### src/rtl/aludec_pipe_pkg.sv
// Shared MIPS opcode/funct encodings, EXE_*_OP ALU control codes and skid-buffer state type.
// Consumers: aludec_comb, aludec_pipe (optional ALUDEC_RI_EXCEPTION_EN feature lives in aludec_pipe).
package aludec_pipe_pkg;

  localparam logic [5:0] EXE_SPECIAL_INST = 6'b000000;

  // funct field encodings (op = SPECIAL)
  localparam logic [5:0] EXE_AND   = 6'b100100;
  localparam logic [5:0] EXE_OR    = 6'b100101;
  localparam logic [5:0] EXE_XOR   = 6'b100110;
  localparam logic [5:0] EXE_NOR   = 6'b100111;
  localparam logic [5:0] EXE_SLL   = 6'b000000;
  localparam logic [5:0] EXE_SRL   = 6'b000010;
  localparam logic [5:0] EXE_SRA   = 6'b000011;
  localparam logic [5:0] EXE_SLLV  = 6'b000100;
  localparam logic [5:0] EXE_SRLV  = 6'b000110;
  localparam logic [5:0] EXE_SRAV  = 6'b000111;
  localparam logic [5:0] EXE_MFHI  = 6'b010000;
  localparam logic [5:0] EXE_MTHI  = 6'b010001;
  localparam logic [5:0] EXE_MFLO  = 6'b010010;
  localparam logic [5:0] EXE_MTLO  = 6'b010011;
  localparam logic [5:0] EXE_ADD   = 6'b100000;
  localparam logic [5:0] EXE_ADDU  = 6'b100001;
  localparam logic [5:0] EXE_SUB   = 6'b100010;
  localparam logic [5:0] EXE_SUBU  = 6'b100011;
  localparam logic [5:0] EXE_SLT   = 6'b101010;
  localparam logic [5:0] EXE_SLTU  = 6'b101011;
  localparam logic [5:0] EXE_MULT  = 6'b011000;
  localparam logic [5:0] EXE_MULTU = 6'b011001;
  localparam logic [5:0] EXE_DIV   = 6'b011010;
  localparam logic [5:0] EXE_DIVU  = 6'b011011;

  // op field encodings
  localparam logic [5:0] EXE_ANDI  = 6'b001100;
  localparam logic [5:0] EXE_ORI   = 6'b001101;
  localparam logic [5:0] EXE_XORI  = 6'b001110;
  localparam logic [5:0] EXE_LUI   = 6'b001111;
  localparam logic [5:0] EXE_ADDI  = 6'b001000;
  localparam logic [5:0] EXE_ADDIU = 6'b001001;
  localparam logic [5:0] EXE_SLTI  = 6'b001010;
  localparam logic [5:0] EXE_SLTIU = 6'b001011;
  localparam logic [5:0] EXE_LB    = 6'b100000;
  localparam logic [5:0] EXE_LBU   = 6'b100100;
  localparam logic [5:0] EXE_LH    = 6'b100001;
  localparam logic [5:0] EXE_LHU   = 6'b100101;
  localparam logic [5:0] EXE_LW    = 6'b100011;
  localparam logic [5:0] EXE_SB    = 6'b101000;
  localparam logic [5:0] EXE_SH    = 6'b101001;
  localparam logic [5:0] EXE_SW    = 6'b101011;
  localparam logic [5:0] EXE_BEQ   = 6'b000100;

  // ALU control codes
  localparam logic [7:0] EXE_AND_OP   = 8'b00100100;
  localparam logic [7:0] EXE_OR_OP    = 8'b00100101;
  localparam logic [7:0] EXE_XOR_OP   = 8'b00100110;
  localparam logic [7:0] EXE_NOR_OP   = 8'b00100111;
  localparam logic [7:0] EXE_ANDI_OP  = 8'b01011001;
  localparam logic [7:0] EXE_ORI_OP   = 8'b01011010;
  localparam logic [7:0] EXE_XORI_OP  = 8'b01011011;
  localparam logic [7:0] EXE_LUI_OP   = 8'b01011100;
  localparam logic [7:0] EXE_SLL_OP   = 8'b01111100;
  localparam logic [7:0] EXE_SLLV_OP  = 8'b00000100;
  localparam logic [7:0] EXE_SRL_OP   = 8'b00000010;
  localparam logic [7:0] EXE_SRLV_OP  = 8'b00000110;
  localparam logic [7:0] EXE_SRA_OP   = 8'b00000011;
  localparam logic [7:0] EXE_SRAV_OP  = 8'b00000111;
  localparam logic [7:0] EXE_MFHI_OP  = 8'b00010000;
  localparam logic [7:0] EXE_MTHI_OP  = 8'b00010001;
  localparam logic [7:0] EXE_MFLO_OP  = 8'b00010010;
  localparam logic [7:0] EXE_MTLO_OP  = 8'b00010011;
  localparam logic [7:0] EXE_SLT_OP   = 8'b00101010;
  localparam logic [7:0] EXE_SLTU_OP  = 8'b00101011;
  localparam logic [7:0] EXE_SLTI_OP  = 8'b01010111;
  localparam logic [7:0] EXE_SLTIU_OP = 8'b01011000;
  localparam logic [7:0] EXE_ADD_OP   = 8'b00100000;
  localparam logic [7:0] EXE_ADDU_OP  = 8'b00100001;
  localparam logic [7:0] EXE_SUB_OP   = 8'b00100010;
  localparam logic [7:0] EXE_SUBU_OP  = 8'b00100011;
  localparam logic [7:0] EXE_ADDI_OP  = 8'b01010101;
  localparam logic [7:0] EXE_ADDIU_OP = 8'b01010110;
  localparam logic [7:0] EXE_MULT_OP  = 8'b00011000;
  localparam logic [7:0] EXE_MULTU_OP = 8'b00011001;
  localparam logic [7:0] EXE_DIV_OP   = 8'b00011010;
  localparam logic [7:0] EXE_DIVU_OP  = 8'b00011011;
  localparam logic [7:0] EXE_LB_OP    = 8'b11100000;
  localparam logic [7:0] EXE_LBU_OP   = 8'b11100100;
  localparam logic [7:0] EXE_LH_OP    = 8'b11100001;
  localparam logic [7:0] EXE_LHU_OP   = 8'b11100101;
  localparam logic [7:0] EXE_LW_OP    = 8'b11100011;
  localparam logic [7:0] EXE_SB_OP    = 8'b11101000;
  localparam logic [7:0] EXE_SH_OP    = 8'b11101001;
  localparam logic [7:0] EXE_SW_OP    = 8'b11101011;
  localparam logic [7:0] EXE_BEQ_OP   = 8'b01010001;

  // Bit 0 = M valid, bit 1 = S valid, so handshake outputs come straight off flops.
  typedef enum logic [1:0] {
    EMPTY = 2'b00,
    ONE   = 2'b01,
    FULL  = 2'b11
  } skid_state_t;

endpackage

### src/rtl/aludec_comb.sv
// Combinational MIPS op/funct to ALU control decode; unmatched encodings give code 0 with ri set.
module aludec_comb
  import aludec_pipe_pkg::*;
#(
  parameter int CTRL_W = 8
) (
  input  logic [5:0]        op,
  input  logic [5:0]        funct,
  output logic [CTRL_W-1:0] alucontrol,
  output logic              ri
);

  logic [7:0] code;

  always_comb begin
    code = 8'h00;
    ri   = 1'b0;
    case (op)
      EXE_SPECIAL_INST: begin
        case (funct)
          EXE_AND:   code = EXE_AND_OP;
          EXE_OR:    code = EXE_OR_OP;
          EXE_XOR:   code = EXE_XOR_OP;
          EXE_NOR:   code = EXE_NOR_OP;
          EXE_SLL:   code = EXE_SLL_OP;
          EXE_SRL:   code = EXE_SRL_OP;
          EXE_SRA:   code = EXE_SRA_OP;
          EXE_SLLV:  code = EXE_SLLV_OP;
          EXE_SRLV:  code = EXE_SRLV_OP;
          EXE_SRAV:  code = EXE_SRAV_OP;
          EXE_MFHI:  code = EXE_MFHI_OP;
          EXE_MTHI:  code = EXE_MTHI_OP;
          EXE_MFLO:  code = EXE_MFLO_OP;
          EXE_MTLO:  code = EXE_MTLO_OP;
          EXE_ADD:   code = EXE_ADD_OP;
          EXE_ADDU:  code = EXE_ADDU_OP;
          EXE_SUB:   code = EXE_SUB_OP;
          EXE_SUBU:  code = EXE_SUBU_OP;
          EXE_SLT:   code = EXE_SLT_OP;
          EXE_SLTU:  code = EXE_SLTU_OP;
          EXE_MULT:  code = EXE_MULT_OP;
          EXE_MULTU: code = EXE_MULTU_OP;
          EXE_DIV:   code = EXE_DIV_OP;
          EXE_DIVU:  code = EXE_DIVU_OP;
          default:   ri   = 1'b1;
        endcase
      end
      EXE_ANDI:  code = EXE_ANDI_OP;
      EXE_XORI:  code = EXE_XORI_OP;
      EXE_LUI:   code = EXE_LUI_OP;
      EXE_ORI:   code = EXE_ORI_OP;
      EXE_ADDI:  code = EXE_ADDI_OP;
      EXE_ADDIU: code = EXE_ADDIU_OP;
      EXE_SLTI:  code = EXE_SLTI_OP;
      EXE_SLTIU: code = EXE_SLTIU_OP;
      EXE_LB:    code = EXE_LB_OP;
      EXE_LBU:   code = EXE_LBU_OP;
      EXE_LH:    code = EXE_LH_OP;
      EXE_LHU:   code = EXE_LHU_OP;
      EXE_LW:    code = EXE_LW_OP;
      EXE_SB:    code = EXE_SB_OP;
      EXE_SH:    code = EXE_SH_OP;
      EXE_SW:    code = EXE_SW_OP;
      EXE_BEQ:   code = EXE_BEQ_OP;
      default:   ri   = 1'b1;
    endcase
  end

  assign alucontrol = CTRL_W'(code);

endmodule

### src/rtl/aludec_pipe.sv
// Registered ALU decoder with a two-entry skid buffer (M main, S skid) and accepted-instruction counter.
// ALUDEC_RI_EXCEPTION_EN: store/report ri and count only ri=0 entries; otherwise out_ri is 0.
module aludec_pipe
  import aludec_pipe_pkg::*;
#(
  parameter int INSTR_W = 32,
  parameter int CTRL_W  = 8,
  parameter int CNT_W   = 16
) (
  input  logic               clk,
  input  logic               resetn,
  input  logic               flush,
  input  logic               in_valid,
  output logic               in_ready,
  input  logic [INSTR_W-1:0] in_instr,
  output logic               out_valid,
  input  logic               out_ready,
  output logic [INSTR_W-1:0] out_instr,
  output logic [CTRL_W-1:0]  out_alucontrol,
  output logic               out_ri,
  output logic [CNT_W-1:0]   dec_count
);

  skid_state_t state, state_nxt;
  logic [CTRL_W-1:0]  dec_ctrl, m_ctrl, s_ctrl;
  logic               dec_ri;
  logic [INSTR_W-1:0] m_instr, s_instr;
  logic               xfer_in, xfer_out, load_m_in, load_m_s, load_s, cnt_en;

  aludec_comb #(.CTRL_W(CTRL_W)) u_dec (
    .op        (in_instr[INSTR_W-1 -: 6]),
    .funct     (in_instr[5:0]),
    .alucontrol(dec_ctrl),
    .ri        (dec_ri)
  );

  assign in_ready  = ~state[1];
  assign out_valid = state[0];
  assign xfer_in   = in_valid & in_ready;
  assign xfer_out  = out_valid & out_ready;

  always_ff @(posedge clk or negedge resetn) begin
    if (!resetn) state <= EMPTY;
    else         state <= state_nxt;
  end

  always_comb begin
    state_nxt = state;
    load_m_in = 1'b0;
    load_m_s  = 1'b0;
    load_s    = 1'b0;
    if (flush) begin
      state_nxt = EMPTY;
    end else begin
      case (state)
        EMPTY: if (xfer_in) begin
          state_nxt = ONE;
          load_m_in = 1'b1;
        end
        ONE: case ({xfer_in, xfer_out})
          2'b10: begin
            state_nxt = FULL;
            load_s    = 1'b1;
          end
          2'b01: state_nxt = EMPTY;
          2'b11: load_m_in = 1'b1;
          default: ;
        endcase
        FULL: if (xfer_out) begin
          state_nxt = ONE;
          load_m_s  = 1'b1;
        end
        default: state_nxt = EMPTY;
      endcase
    end
  end

  always_ff @(posedge clk or negedge resetn) begin
    if (!resetn) begin
      m_instr <= '0;
      m_ctrl  <= '0;
      s_instr <= '0;
      s_ctrl  <= '0;
    end else begin
      if (load_m_in) begin
        m_instr <= in_instr;
        m_ctrl  <= dec_ctrl;
      end else if (load_m_s) begin
        m_instr <= s_instr;
        m_ctrl  <= s_ctrl;
      end
      if (load_s) begin
        s_instr <= in_instr;
        s_ctrl  <= dec_ctrl;
      end
    end
  end

`ifdef ALUDEC_RI_EXCEPTION_EN
  logic m_ri, s_ri;

  always_ff @(posedge clk or negedge resetn) begin
    if (!resetn) begin
      m_ri <= 1'b0;
      s_ri <= 1'b0;
    end else begin
      if (load_m_in)     m_ri <= dec_ri;
      else if (load_m_s) m_ri <= s_ri;
      if (load_s)        s_ri <= dec_ri;
    end
  end

  assign out_ri = m_ri;
  assign cnt_en = xfer_in & ~flush & ~dec_ri;
`else
  logic unused_ri;
  assign unused_ri = dec_ri;
  assign out_ri    = 1'b0;
  assign cnt_en    = xfer_in & ~flush;
`endif

  assign out_instr      = m_instr;
  assign out_alucontrol = m_ctrl;

  always_ff @(posedge clk or negedge resetn) begin
    if (!resetn)     dec_count <= '0;
    else if (cnt_en) dec_count <= dec_count + CNT_W'(1);
  end

endmodule

### config.mk
export PLATFORM = sky130hd
export DESIGN_NAME = aludec_pipe
export DESIGN_NICKNAME = d
export VERILOG_FILES = /design/src/rtl/aludec_pipe_pkg.sv /design/src/rtl/aludec_comb.sv /design/src/rtl/aludec_pipe.sv
export SDC_FILE = /design/constraint.sdc
export NUM_CORES = 1
export LEC_CHECK = 0
export CAP_MARGIN = 5
export CELL_PAD_IN_SITES_DETAIL_PLACEMENT = 1
export CELL_PAD_IN_SITES_GLOBAL_PLACEMENT = 1
export CORE_MARGIN = 5
export CORE_UTILIZATION = 35
export DETAILED_ROUTE_END_ITERATION = 8
export HOLD_SLACK_MARGIN = 0.02
export PLACE_DENSITY_LB_ADDON = 0.12
export SETUP_SLACK_MARGIN = 0.3
export SLEW_MARGIN = 20
export SYNTH_ARGS = -nofsm -noshare
export SYNTH_HDL_FRONTEND = slang
export SYNTH_SLANG_ARGS = --single-unit
### constraint.sdc
create_clock -name clk -period 1.8 [get_ports clk]
set_input_delay 0.36 -clock clk [delete_from_list [all_inputs] [get_ports clk]]
set_output_delay 0.36 -clock clk [all_outputs]
set_load 0.02 [all_outputs]
# Word-level counts from Yosys, hierarchy flattened

Cells that the tools add are included.
Widths: inputs -> output; s select.

Register bits: 98
Bits of input ports: 37
Output and inout bits: 59
Logic and storage cells: 86

Add/subtract/negate cells: 1
Equality and inequality tests: 48
Multiplexer cells: 21
Bitwise operators: 5
Reductions and logical operators: 5

Operator list:

| operator              | count |
|---|---|
| $pmux 7 s24           | 1 |
| $pmux 8 s18           | 1 |
| $eq 6x6->1 const B    | 18 |
| $mux 32               | 2 |
| $eq 6x4->1 const B    | 8 |
| $eq 6x5->1 const B    | 8 |
| $eq 6x3->1 const B    | 4 |
| $add 16x1->16 const B | 1 |
| $mux 8                | 2 |
| $eq 6x2->1 const B    | 2 |
| $logic_not 6->1       | 2 |
| $mux 1                | 9 |
| $eq 2x2->1 const B    | 3 |
| $mux 2                | 3 |
| $ne 3x3->1 const B    | 2 |
| $pmux 2 s3            | 1 |
| $eq 2x1->1 const B    | 2 |
| $ne 4x3->1 const B    | 1 |
| $pmux 2 s2            | 1 |
| $and 1x1->1           | 3 |
| $reduce_and 3->1      | 1 |
| $logic_not 2->1       | 1 |
| $not 1->1             | 2 |
| $pmux 1 s2            | 1 |
| $reduce_bool 2->1     | 1 |

# Longest topological paths before layout

Depth in word-level cells: 7
Gate-level depth with buffers: 8
Depth with buffers taken out: 6

# Cells and area by module

A second synthesis with hierarchy kept.

Cell total of the unflattened synthesis: 426
Area, all modules: 4,753.3 sq um

Modules (own cells, without submodules):

| module      | instances | cells an instance | area an instance (sq um) | sequential area each (sq um) |
|---|---|---|---|---|
| aludec_pipe | 1         | 343               | 4,274.1                  | 2,452.4 |
| aludec_comb | 1         | 83                | 479.2                    | 0.0 |

# Worst setup path after synthesis

No wires, ideal clock.

Path kind: input to register
Start: input port in_instr[30]
End: register m_ctrl[4] (netlist: out_alucontrol[4])
Library setup time: 0.077 ns
Arrival: 1.835 ns
Required time: 1.723 ns
Setup slack: -0.113 ns
Stages: 5
Buffers on the path: 1
Cell sequence: buf_6 -> or4_4 -> or3_1 -> o41a_1 -> a21oi_1

Word-level cells in the longest chain between the ends: 3
Elaborated cells between the ends (all ways): 20
Those cells by class: eq/ne: 17; mux: 2; reduce/logical: 1

Ends and longest elaborated chain:

| what                                     | line              | RTL |
|---|---|---|
| start, declared                          | aludec_pipe.sv:15 | `input logic [INSTR_W-1:0] in_instr,` |
| $eq 6x3->1, or another cell as far along | aludec_comb.sv:18 | `case (op)` |
| $pmux 8 s18 (*)                          | aludec_comb.sv:18 |  |
| $mux 8 (*)                               | aludec_pipe.sv:85 | `if (load_m_in) begin` |
| end signal, assigned                     | aludec_pipe.sv:87 | `m_ctrl <= dec_ctrl;` |
| end signal, assigned                     | aludec_pipe.sv:90 | `m_ctrl <= s_ctrl;` |
| end, declared                            | aludec_pipe.sv:25 | `logic [CTRL_W-1:0] dec_ctrl, m_ctrl, s_ctrl;` |

Mark *: on every way between the ends. The rest lies on a longest branch, timed or not.
A chain may end at the register's enable or synchronous reset.

# Worst setup path after layout

Start: register state[1]
End: register s_instr[31]

Word-level cells in the longest chain between the ends: 6
Elaborated cells between the ends (all ways): 7
Those cells by class: eq/ne: 2; mux: 3; bitwise: 2

Ends and longest elaborated chain:

| what                   | line              | RTL |
|---|---|---|
| start, declared        | aludec_pipe.sv:24 | `skid_state_t state, state_nxt;` |
| start signal, assigned | aludec_pipe.sv:44 | `else state <= state_nxt;` |
| $not 1->1              | aludec_pipe.sv:37 | `assign in_ready = ~state[1];` |
| $and 1x1->1            | aludec_pipe.sv:39 | `assign xfer_in = in_valid & in_ready;` |
| $eq 2x2->1             | aludec_pipe.sv:60 | `ONE: case ({xfer_in, xfer_out})` |
| $mux 1                 | aludec_pipe.sv:60 |  |
| $mux 1 (*)             | aludec_pipe.sv:55 | `case (state)` |
| $mux 1 (*)             | aludec_pipe.sv:52 | `if (flush) begin` |
| end signal, assigned   | aludec_pipe.sv:93 | `s_instr <= in_instr;` |
| end, declared          | aludec_pipe.sv:27 | `logic [INSTR_W-1:0] m_instr, s_instr;` |

Marked as above.

==> impl_metrics.ini <==
[drt]
post_drt_via_cell_ratio = 5.150
detail-route-antenna-nets = 0
detail_route.first_pass.iterations = 4
post-route-drc-count = 0
total_detailed_routing_wirelength_mm = 17.58
detailedRoute.firstIterationViolations = 170
route.vias.total = 4321
detail_route.wl_per_cell_um = 20.95

[layout]
nNetsFinal = 700
antenna_cells_inserted = 0
area_delta_synth_final_pct = 68.10
mostFrequentLayoutCell = dfrtp_1
final_cell_mix = dfrtp_1 (92), nand2_1 (84), dlygate4sd2_1 (53)
layoutNonFillerInstCount = 839
share_of_cells_above_drive_strength_1_pct = 37.71
finalInstanceArea_um2 = 7845

[timing]
fmax_ghz = 0.5548
fin_tns_setup_ns = -0.002569
unrepaired_setup_endpoints_after_global_routing = yes
post-route-worst-setup-slack_ns = -0.002569
finalClockSkew_ns = 0.009459
final.min_clock_period_ns = 1.803
final-hold-violation-count = 0
finalSetupViolCount = 1
final.period_utilization_pct = 100.1
report.final.slew_viol_count = 0

[synth]
sequential_share_of_the_synthesized_area_pct = 52.55
mappedNetlistArea_um2 = 4667
synth_top_cell_by_area = dfrtp_1
yosys_most_used_dff = dfrtp_1
ffs_w_async_s_r_synth_pct = 100.0
ys_warn_count = 0
synth_area_per_cell_um2 = 9.623
synth.net_count = 527
synth.top_cell.area_share_pct = 52.55
postSynthRegisterBits = 98
synth.top_cells.by_area = dfrtp_1 (53%), nand2_1 (11%), mux2i_1 (7.3%), o21ai_0 (4.7%), xnor2_1 (2.4%)
synth-edff-count = 0
post_synth_num_cell_types = 48
postSynthCellCount = 485

[power_and_ir_drop]
p_int_mw = 6.559
total_leakage_power_nw = 3.811
power.ir.vdd_worst_v = 0.0006320
power_frac_seq_pct = 36.7
net-switching-power_mw = 4.068
power.total_mw = 10.63
switching_share_pct = 38.28
combPwrFrac_pct = 44.5
share_clk_of_total_power_pct = 18.8
cellPowerDensity_nw_per_um2 = 1355

[global_route]
grt_pass1_wl_mm = 25.26
grt_max_degree = 36
overflow = 0
grtUsageTotal_pct = 20.07
first_global_vias = 4707
grt_antenna_before_repair = 0

[run_status]
status = finished with violations
failing_checks = setup timing

[critical_path]
cp-start-kind = flip-flop
timing.critical_path.to_type = flip-flop
timing.critical_path.fanout_max = 6
timing_worst_setup_path_type = reg2reg
worstPathArrival_ns = 2.09
cp.required_ns = 2.09

[die]
floorplan.rows = 42
initial_utilization_pct = 35.52
total_die_area_um2 = 15740
core_um2 = 13140
chipWidth_um = 125.5
die_span_y_um = 125.5
io-pin-count = 96

[placed_design]
placed_cell_area_um2 = 6271
gp_congestion = 0.7535
placed_cells_incl_taps = 769
place_hpwl_mm = 9.218
port_buffers = 94

[clock_network]
cts_sinks = 98
clockBufferDepth = 2
worst_skew_pair_later_pin_latency_ns = 0.35
cts_tree = yes
cts_buffers = 9
cts_htree_levels = 3
root_buffer = clkbuf_16
worst_setup_hold_path_clk_slew_ns = 0.07

[run]
max-cap-violations = 0

[hold_path]
worst_hold_path_type = in2reg
==> power groups by stage <==
stage          registers, mW  logic (mW)  clock network, mW
2_1_floorplan           4.27        1.51                  0
3_3_place_gp            3.74        3.67                  0
3_5_place_dp            3.80        3.79                  0
4_1_cts                 3.78        4.16               2.02
5_1_grt                 4.02        5.07               2.14
6_report                3.90        4.73               2.00
==> area by class of cell <==
type                            instances  area [um2]
Fill cell                            1395        5293
Multi-Input combinational cell        347        2619
Sequential cell                        98        2460
Timing Repair Buffer                  195        2220
Clock buffer                           12       246.5
Tap cell                              176       220.2
Clock inverter                          4       51.30
Inverter                                7       28.78
==> timing repair <==
action	4_1_cts	5_1_grt
setup endpoints to repair	155	106
resized for setup	158	119
cloned	10	7
setup buffers	23	13
endpoints found under the hold margin	28	0
pin swaps	36	58
hold buffers	1	0
==> sequential cells by signal (all words and copies together) (netlist names) <==
signal and flops:
s_ctrl 8, out_instr 32, state 2, dec_count 16
out_alucontrol 8, s_instr 32
==> synthesized netlist by cell type, types with 4 or more instances <==
cell / count
inv_1: 7
o21ai_0: 44
nand2_1: 133
nand3_1: 8
nand4b_1: 4
clkbuf_1: 20
dfrtp_1: 98
a21oi_1: 7
mux2_2: 9
mux2i_1: 34
xor2_1: 5
xnor2_1: 13
nand4_1: 5
a31oi_1: 12
nor2_1: 23
buf_2: 6
buf_4: 4
ha_1: 5
==> critical path: stages (launching register included) <==
cell and delay, ns:
dfrtp_2 0.47, buf_6 0.15, nor3b_4 0.26, buf_4 0.17, and3_4 0.28, buf_6 0.15, buf_16 0.12, nand2_2 0.06
nand2_2 0.07
==> through the flow <==
step                setup slack (ns)  hold slack [ns]  utilization [%]
detailed placement           -0.5116           0.3300            47.73
global route                -0.05872           0.4121            59.71
finish                     -0.002569           0.3796            59.71
CTS                          0.09763           0.3680            55.22
global placement             -0.4688           0.3256            47.73
floorplan                   -0.04476          0.06441                -
==> path summary, 6_finish.rpt <==
path                            cells after the start             to  slack, ns          from
worst max-delay path                                8    s_instr[31]     -0.003      state[1]
worst min-delay path                                4    s_instr[29]       0.38  in_instr[29]
worst max register to register                      8    s_instr[31]     -0.003      state[1]
worst min register to register                      2     s_instr[7]       0.47    s_instr[7]
max in group asynchronous                           3       state[1]       0.75        resetn
min in group asynchronous                           2  out_instr[22]       0.49        resetn
==> routing by layer <==
layer  global-route usage [%]  vias up  share of wire [%]
met1                    25.09     2213                 41
met4                    6.059        0                1.3
met5                        0        -                  0
met2                    35.56       91                 54
met3                    3.284       14                3.6
li1                         -     2003                  -
==> cells by family (layout without fill, tap and decap cells) <==
kind of cell	count (synthesis)	in the layout	share of synthesized area, %
buffers and inverters	40	218	4.182
other	1	1	0.08035
xor gates and xnor gates	18	18	3.378
muxes	43	43	9.464
DFF	98	98	52.55
adders and majority gates	5	5	1.340
and+or+nand+nor	201	201	19.12
AOI/OAI and AO/OA	79	79	9.893
Note: power is estimated with default switching activity, not from simulation.
